$ cat config.mk
export PLATFORM = sky130hd
export DESIGN_NAME = shared_and_sched_flat
export DESIGN_NICKNAME = d
export VERILOG_FILES = /design/src/rtl/shared_and_sched_if.sv /design/src/rtl/shared_and_sched.sv /design/src/flat_wrapper.sv
export SDC_FILE = /design/constraint.sdc
export NUM_CORES = 1
export LEC_CHECK = 0
export ABC_AREA = 1
export CORE_MARGIN = 5
export CORE_UTILIZATION = 33
export CTS_BUF_LIST = sky130_fd_sc_hd__clkbuf_16
export DETAILED_ROUTE_END_ITERATION = 7
export GPL_TIMING_DRIVEN = 0
export PLACE_DENSITY = 0.66
export SYNTH_ARGS = -nofsm -noshare
export SYNTH_HDL_FRONTEND = slang
export SYNTH_SLANG_ARGS = --single-unit
$ cat constraint.sdc
create_clock -name clk -period 2.7 [get_ports clk]
set_clock_uncertainty 0.05 [all_clocks]
set_input_delay 0.81 -clock clk [delete_from_list [all_inputs] [get_ports clk]]
set_output_delay 0.81 -clock clk [all_outputs]
set_load 0.01 [all_outputs]
$ cat src/rtl/shared_and_sched_if.sv
// rtl/shared_and_sched_if.sv - request/result handshake bundle for shared_and_sched
//
// Groups the requester side (req_valid/req_data/req_ready) and the result side
// (res_valid/res_ready/res_id/res_y) of the scheduler.
//   master : requesting logic / result consumer
//   slave  : the scheduler itself
interface shared_and_sched_if #(
    parameter int NREQ = 4,
    parameter int W    = 3,
    parameter int IDW  = $clog2(NREQ)
);
    logic [NREQ-1:0]   req_valid;
    logic [NREQ*W-1:0] req_data;
    logic [NREQ-1:0]   req_ready;
    logic              res_valid;
    logic              res_ready;
    logic [IDW-1:0]    res_id;
    logic              res_y;

    modport master (
        output req_valid, req_data, res_ready,
        input  req_ready, res_valid, res_id, res_y
    );

    modport slave (
        input  req_valid, req_data, res_ready,
        output req_ready, res_valid, res_id, res_y
    );
endinterface

$ cat src/rtl/shared_and_sched.sv
// rtl/shared_and_sched.sv - round-robin scheduler sharing one external AND2 cell
//
// Each granted requester's W-bit operand vector is AND-reduced serially through
// the single shared AND2 (and_a/and_b -> and_y), one operand per cycle, and the
// result is returned tagged with the requester index.
// Ports:
//   clk, rst_n   : clock (rising edge), asynchronous active-low reset
//   bus          : slave side of shared_and_sched_if (requests in, results out)
//   and_a, and_b : operands driven to the shared AND2, 0 outside STEP
//   and_y        : combinational result of the shared AND2
//   busy         : high whenever the block is not idle
module shared_and_sched #(
    parameter int NREQ = 4,
    parameter int W    = 3,
    parameter int IDW  = $clog2(NREQ)
) (
    input  logic                 clk,
    input  logic                 rst_n,
    shared_and_sched_if.slave    bus,
    output logic                 and_a,
    output logic                 and_b,
    input  logic                 and_y,
    output logic                 busy
);

    // cnt has to hold W after the final STEP increment
    localparam int CW = $clog2(W + 1);

    typedef enum logic [1:0] {
        S_IDLE,
        S_STEP,
        S_DONE
    } state_t;

    state_t state, state_nxt;

    logic [IDW-1:0]    ptr;
    logic [IDW-1:0]    owner;
    logic [W-1:0]      op;
    logic              acc;
    logic [CW-1:0]     cnt;

    logic              found;
    logic [IDW-1:0]    winner;
    logic [IDW-1:0]    idx;
    logic [NREQ*W-1:0] data_sh;
    logic [W-1:0]      win_data;
    logic [W-1:0]      op_sh;
    logic              grant;

    // Round-robin search starting one past the last winner.
    always_comb begin
        found  = 1'b0;
        winner = '0;
        idx    = '0;
        for (int k = 1; k <= NREQ; k++) begin
            idx = IDW'((int'(ptr) + k) % NREQ);
            if (!found && bus.req_valid[idx]) begin
                found  = 1'b1;
                winner = idx;
            end
        end
    end

    // Shift rather than part-select so the winner index width never matters.
    always_comb begin
        data_sh  = bus.req_data >> (32'(winner) * 32'(W));
        win_data = data_sh[W-1:0];
    end

    assign grant = (state == S_IDLE) && found;

    always_comb begin
        state_nxt = state;
        case (state)
            S_IDLE: begin
                if (found) begin
                    state_nxt = (W == 1) ? S_DONE : S_STEP;
                end
            end
            S_STEP: begin
                if (cnt == CW'(W - 1)) begin
                    state_nxt = S_DONE;
                end
            end
            S_DONE: begin
                if (bus.res_ready) begin
                    state_nxt = S_IDLE;
                end
            end
            default: state_nxt = S_IDLE;
        endcase
    end

    always_ff @(posedge clk or negedge rst_n) begin
        if (!rst_n) begin
            state <= S_IDLE;
            ptr   <= IDW'(NREQ - 1);
            owner <= '0;
            op    <= '0;
            acc   <= 1'b0;
            cnt   <= '0;
        end else begin
            state <= state_nxt;
            if (grant) begin
                // Operand 0 seeds the accumulator, so the chain starts at op[1].
                op    <= win_data;
                acc   <= win_data[0];
                cnt   <= CW'(1);
                owner <= winner;
                ptr   <= winner;
            end else if (state == S_STEP) begin
                acc <= and_y;
                cnt <= cnt + CW'(1);
            end
        end
    end

    assign op_sh = op >> cnt;

    // All outputs decode from the state register so an asynchronous reset
    // returns them to their idle values immediately.
    assign bus.req_ready = grant ? (NREQ'(1) << winner) : '0;
    assign and_a         = (state == S_STEP) ? acc : 1'b0;
    assign and_b         = (state == S_STEP) ? op_sh[0] : 1'b0;
    assign bus.res_valid = (state == S_DONE);
    assign bus.res_id    = (state == S_DONE) ? owner : '0;
    assign bus.res_y     = (state == S_DONE) ? acc : 1'b0;
    assign busy          = (state != S_IDLE);

endmodule

$ cat src/flat_wrapper.sv
// flat-port wrapper written by rule: the top's interface ports become plain ports
module shared_and_sched_flat 
#(
    parameter int NREQ = 4,
    parameter int W    = 3,
    parameter int IDW  = $clog2(NREQ)
)
  (clk, rst_n, and_a, and_b, and_y, busy, bus_req_valid, bus_req_data, bus_res_ready, bus_req_ready, bus_res_valid, bus_res_id, bus_res_y);
  shared_and_sched_if #(.NREQ(NREQ), .W(W), .IDW(IDW)) bus_i ();
  input  logic clk;
  input  logic rst_n;
  output logic and_a;
  output logic and_b;
  input  logic and_y;
  output logic busy;
  input wire logic [$bits(bus_i.req_valid)-1:0] bus_req_valid;
  input wire logic [$bits(bus_i.req_data)-1:0] bus_req_data;
  input wire logic [$bits(bus_i.res_ready)-1:0] bus_res_ready;
  output wire logic [$bits(bus_i.req_ready)-1:0] bus_req_ready;
  output wire logic [$bits(bus_i.res_valid)-1:0] bus_res_valid;
  output wire logic [$bits(bus_i.res_id)-1:0] bus_res_id;
  output wire logic [$bits(bus_i.res_y)-1:0] bus_res_y;
  assign bus_i.req_valid = bus_req_valid;
  assign bus_i.req_data = bus_req_data;
  assign bus_i.res_ready = bus_res_ready;
  assign bus_req_ready = bus_i.req_ready;
  assign bus_res_valid = bus_i.res_valid;
  assign bus_res_id = bus_i.res_id;
  assign bus_res_y = bus_i.res_y;
  shared_and_sched #(.NREQ(NREQ), .W(W), .IDW(IDW)) u_core (.clk(clk), .rst_n(rst_n), .bus(bus_i), .and_a(and_a), .and_b(and_b), .and_y(and_y), .busy(busy));
endmodule
==> results.json, run 1 <==
{
  "final_cell_mix": "nand2_2 (30), nand2_1 (24), clkdlybuf4s50_1 (21)",
  "grtUsageTotal": 0.142,
  "die-area_um2": 4010,
  "core-area_um2": 2730,
  "num_vias": 1081,
  "drc": 0,
  "yosysUniqueCellTypes": 20,
  "worstSetupPathType": "in -> out",
  "tightest_slew_ps": 503,
  "period_needed_ps": 2820,
  "setup_slack_ps": -123,
  "drv_slew": 0,
  "max-vdd-ir-drop_v": 0.000912,
  "wl_mm": 2.73,
  "dpl_cell_area_um2": 1280,
  "dp_slack_ps": -1170,
  "setup_violations": 4,
  "grt.overflow.total": 0,
  "crit_path_end_kind": "output port",
  "relSlewSlack": 0.664,
  "syn-num-nets": 172,
  "synth_top_cell_by_area": "dfrtp_1",
  "start_util": 0.344,
  "synth_cells": 151,
  "hp-class": "reg -> reg",
  "clk_pin_slew_worst_paths_ps": 40,
  "arrival_ps": 1960,
  "cts-root-buf": "clkbuf_16",
  "ant_nets": 0,
  "fin_nets": 222,
  "dr.pass1.iters": 4,
  "row_count": 19,
  "status": "finished with violations",
  "grt_pass1_vias": 1141,
  "stdcell_area_um2": 1590,
  "htreeDepth": 1,
  "cts_tree": "done",
  "numCtsBuffers": 3,
  "hold_buffers": 0,
  "yosysTopAreaCellShare": 0.266,
  "syn2layout_area_growth_pct": 69.0,
  "clk_path_buf_depth": 2,
  "clkLatencyLatePin_ps": 240,
  "finalHoldViolCount": 0,
  "yosysWarnings": 0,
  "numPortBuffers": 30,
  "grt_max_degree": 13,
  "wl_per_cell_um": 11.8,
  "finalCritPeriodShare": 1.05,
  "place_hpwl_mm": 1.85,
  "die_w_um": 63.4,
  "routed_via_density": 4.68,
  "max_clock_freq_mhz": 354,
  "ios": 31,
  "syn-cell-area_um2": 940,
  "failed_checks": "negative setup slack",
  "gp_congestion": 0.827,
  "cp_max_fo": 3,
  "syn_area_per_cell_um2": 6.22,
  "drive_gt1_frac": 0.405,
  "clock_sink_count": 12,
  "totalPowerFinal_uw": 2460,
  "ys_ff_latch": 12,
  "final_common_cell": "nand2_2",
  "whs_ps": 447,
  "required_ps": 1840,
  "antenna_found_initial": 0,
  "yosysSeqAreaShare": 0.322,
  "synth_top_cells_by_area": "dfrtp_1 (27%), nand2_1 (19%), inv_1 (9.2%), nand3_1 (8.5%), nand2_2 (6.0%)",
  "drt_iter0_markers": 30,
  "p_leak_uw": 0.000813,
  "maxCapViolations": 0,
  "rsz0062_at_grt": "true",
  "power.density_nw_per_um2": 1550,
  "diodes": 0,
  "cp-start-kind": "primary input",
  "grt_first_pass_wirelength_mm": 4.69,
  "fp.dieH_um": 63.4
}
[kinds of logic after synthesis]
family	share of synthesized area
fa+ha+maj	0.0133
buf+inv	0.124
simple gates	0.470
compound gates	0.0706
flops	0.322
[worst max-delay path: stages]
cell and delay [ps]:
buf_6 100, nand2_2 70, nand2_1 70, nand2_2 70, nand2_2 70, nor2_4 130, nand3_2 110, nand2_2 110
nand2_4 70, inv_6 80, nand2_4 60, nor2_1 80, buf_2 140
[metrics by stage]
| step | TNS [ps] | utilization | std cells |
|---|---|---|---|
| floorplan | 0 | - | 151 |
| global placement | -4240 | 0.468 | 212 |
| detailed placement | -4340 | 0.468 | 212 |
| CTS | -387 | 0.570 | 231 |
| global route | -897 | 0.581 | 231 |
| finish | -447 | 0.581 | 231 |
[repair_timing]
action / in CTS / in global routing
gates resized for setup: 74 / 10
buffers inserted: 16 / 0
endpoints found under the setup margin: 4 / 5
pin swaps: 24 / 6
[synthesized netlist by cell type]
cell,n
ha_1,1
dfstp_2,2
nor2_4,1
buf_4,1
inv_2,3
nand3_1,16
buf_6,1
o22ai_1,1
a21oi_1,4
or2_2,1
or2_1,3
dfrtp_1,10
nand3_2,2
nor3_1,2
nand2_2,9
nor4_1,1
inv_1,23
o21ai_0,8
nand2_1,48
nor2_1,14
[worst paths after layout]
path | slack, ps | start | cells after the start | endpoint
worst max register to register | 550 | u_core.ptr[1]$_DFFE_PN1P_ | 13 | u_core.op[0]$_DFFE_PN0P_
min in group asynchronous | 860 | rst_n | 1 | u_core.cnt[0]$_DFFE_PN0P_
max in group asynchronous | 1390 | rst_n | 1 | u_core.ptr[0]$_DFFE_PN1P_
worst max-delay path | -120 | bus_req_valid[3] | 13 | bus_req_ready[0]
worst min register to register | 450 | u_core.op[1]$_DFFE_PN0P_ | 2 | u_core.op[1]$_DFFE_PN0P_
worst min-delay path | 450 | u_core.op[1]$_DFFE_PN0P_ | 2 | u_core.op[1]$_DFFE_PN0P_
[report_power, final]
group	leakage [uW]	internal, uW	switching [uW]	total, uW
sequential	0.000142	292	67.7	359
combinational	0.000633	787	1040	1830
clock	0.0000385	195	75.7	271
[per-layer routing]
metal / GRT usage / vias to the layer above / wire length [um]
met5: 0 / - / 0
met4: 0.0442 / 0 / 32
met3: 0.0497 / 6 / 129
met2: 0.268 / 25 / 1510
met1: 0.144 / 485 / 1060
li1: - / 565 / -
[sequential cells by signal, indices dropped and copies added (netlist names)]
name,count
u_core.op,3
u_core.cnt,2
u_core.owner,2
u_core.ptr,2
u_core.state,2
u_core.acc,1
[final cells by class]
| cell class | count | area (um^2) |
|---|---|---|
| Sequential cell | 12 | 303 |
| Fill cell | 269 | 1150 |
| Clock inverter | 1 | 3.75 |
| Multi-Input combinational cell | 111 | 629 |
| Inverter | 26 | 113 |
| Buffer | 1 | 11.3 |
| Tap cell | 31 | 38.8 |
| Timing Repair Buffer | 46 | 414 |
| Clock buffer | 3 | 75.1 |
(Power assumes the default switching activity.)
==> run 2, diff against run 1 <==
--- a/config.mk
+++ b/config.mk
@@ -12,6 +12,7 @@
 export DETAILED_ROUTE_END_ITERATION = 7
 export GPL_TIMING_DRIVEN = 0
 export PLACE_DENSITY = 0.66
+export SLEW_MARGIN = 20
 export SYNTH_ARGS = -nofsm -noshare
 export SYNTH_HDL_FRONTEND = slang
 export SYNTH_SLANG_ARGS = --single-unit
==> results of run 2 <==
No change in the layout: final DEF, timing and power equal those of run 1.
==> run 3, diff against run 2 <==
--- a/config.mk
+++ b/config.mk
@@ -6,7 +6,6 @@
 export NUM_CORES = 1
 export LEC_CHECK = 0
 export ABC_AREA = 1
-export CORE_MARGIN = 5
 export CORE_UTILIZATION = 33
 export CTS_BUF_LIST = sky130_fd_sc_hd__clkbuf_16
 export DETAILED_ROUTE_END_ITERATION = 7
==> results.json, run 3 (synthesis gave the netlist of run 1 again) <==
{
  "status": "finished with violations",
  "failed_checks": "negative setup slack",
  "maxCapViolations": 0,
  "fp.dieH_um": 55.4,
  "stdcell_area_um2": 1640,
  "grt_pass1_vias": 1084,
  "setup_tns_ps": -859,
  "drt_iter0_markers": 41,
  "wl_mm": 2.93,
  "finalHoldViolCount": 0,
  "period_needed_ps": 2930,
  "num_vias": 1132,
  "cts-root-buf": "clkbuf_16",
  "routed_via_density": 4.82,
  "core-area_um2": 2590,
  "finalCritPeriodShare": 1.09,
  "max_clock_freq_mhz": 341,
  "grt.overflow.total": 0,
  "numCtsBuffers": 3,
  "regArea_um2": 303,
  "numPortBuffers": 30,
  "ios": 31,
  "dr.pass1.iters": 4,
  "cp_max_fo": 4,
  "p_leak_uw": 0.000841,
  "syn2layout_area_growth_pct": 74.3,
  "grtUsageTotal": 0.198,
  "cts_tree": "done",
  "setup_violations": 4,
  "diodes": 0,
  "whs_ps": 451,
  "setup_slack_ps": -233,
  "crit_path_end_kind": "output port",
  "clock_sink_count": 12,
  "rsz0062_at_grt": "true",
  "grt_first_pass_wirelength_mm": 4.78,
  "relSlewSlack": 0.628,
  "reg2reg_slack_ps": 390,
  "timing.rr.end": "u_core.op[0]$_DFFE_PN0P_",
  "final_common_cell": "nand2_1",
  "drc": 0,
  "htreeDepth": 1,
  "largest_register_ffs": 3,
  "nFillCells": 242,
  "antenna_found_initial": 0,
  "final_cell_mix": "nand2_1 (26), nand2_2 (24), clkdlybuf4s50_1 (21), buf_4 (21), inv_1 (19)",
  "gp_congestion": 0.817,
  "clkLatencyLatePin_ps": 250,
  "reg2regPathDepth": 15,
  "hold_path_depth": 2,
  "row_count": 18,
  "start_util": 0.363,
  "multi_input_area_um2": 652,
  "required_ps": 1840,
  "holdPathEnd": "u_core.op[0]$_DFFE_PN0P_",
  "fin_nets": 227,
  "ant_nets": 0,
  "drive_gt1_frac": 0.415,
  "timing.rr.start": "u_core.ptr[0]$_DFFE_PN1P_",
  "die-area_um2": 3060,
  "grt_max_degree": 13,
  "dp_slack_ps": -1140,
  "top_register": "u_core.op",
  "power.density_nw_per_um2": 1550,
  "clk_path_buf_depth": 2,
  "hold_buffers": 0,
  "wl_per_cell_um": 12.4,
  "clk_pin_slew_worst_paths_ps": 50,
  "dp_cells": 211,
  "die_w_um": 55.4,
  "max-vdd-ir-drop_v": 0.000896,
  "worstHoldStart": "u_core.op[0]$_DFFE_PN0P_",
  "drv_slew": 0,
  "cp-start-kind": "flop",
  "arrival_ps": 2070,
  "place_hpwl_mm": 1.85,
  "fin_cells": 235,
  "worstSetupPathType": "reg -> out",
  "dpl_cell_area_um2": 1280,
  "tightest_slew_ps": 556,
  "hp-class": "reg -> reg"
}
-- run 3: cell count changes in the layout (fill, tap and decap cells not counted), sizes merged --
cell,delta
buf,+5
-- run 3: critical path, cell delays in order, from the launching register on --
cell,delay (ps)
dfstp_2,580
buf_4,160
nand2_2,60
nand2_2,80
nand2_1,80
nand2_2,100
inv_2,70
nand3_4,110
nand2_2,70
buf_6,140
nor2_4,80
inv_2,50
nor2_1,90
buf_2,140
-- run 3: through the flow --
step	total power, uW	util
6_report	2540	0.632
5_1_grt	2730	0.632
4_1_cts	2440	0.614
3_5_place_dp	1660	0.493
3_3_place_gp	1620	0.493
2_1_floorplan	1280	-
-- run 3: worst max-delay path by stage --
stage | startpoint | to | slack, ps | depth (start not counted)
after detailed placement | bus_req_valid[2] | bus_req_ready[3] | -1140 | 13
after floorplan | bus_req_valid[0] | bus_req_ready[1] | 10 | 12
after global routing | u_core.ptr[0]$_DFFE_PN1P_ | bus_req_ready[3] | -310 | 13
after CTS | u_core.ptr[0]$_DFFE_PN1P_ | bus_req_ready[0] | -150 | 13
final | u_core.ptr[0]$_DFFE_PN1P_ | bus_req_ready[3] | -230 | 13
after global placement | bus_req_valid[2] | bus_req_ready[3] | -1110 | 13
-- run 3: repair_timing --
action                     4_1_cts  5_1_grt
buffers inserted                20        1
resized for setup               78        9
hold endpoints to repair         0        0
pin swaps                       24        8
setup endpoints to repair        4        5
-- run 3: final cells by class --
type | count | area share
Multi-Input combinational cell | 111 | 0.398
Clock buffer | 3 | 0.0458
Buffer | 1 | 0.00688
Inverter | 26 | 0.0672
Clock inverter | 1 | 0.00229
Sequential cell | 12 | 0.185
Tap cell | 30 | 0.0229
Timing Repair Buffer | 51 | 0.272
-- run 3: layer usage --
layer,part of all wire,routed length [um],track usage,vias to the layer above
met5,0,0,0,-
met4,0.030,88,0.0929,0
met3,0.039,115,0.0445,9
met2,0.50,1470,0.346,32
met1,0.43,1260,0.227,516
li1,-,-,-,575
-- run 3: report_power, final --
group	internal, uW	switching, uW
combinational	831	1070
sequential	292	67.3
clock	196	85.4
total	1320	1220
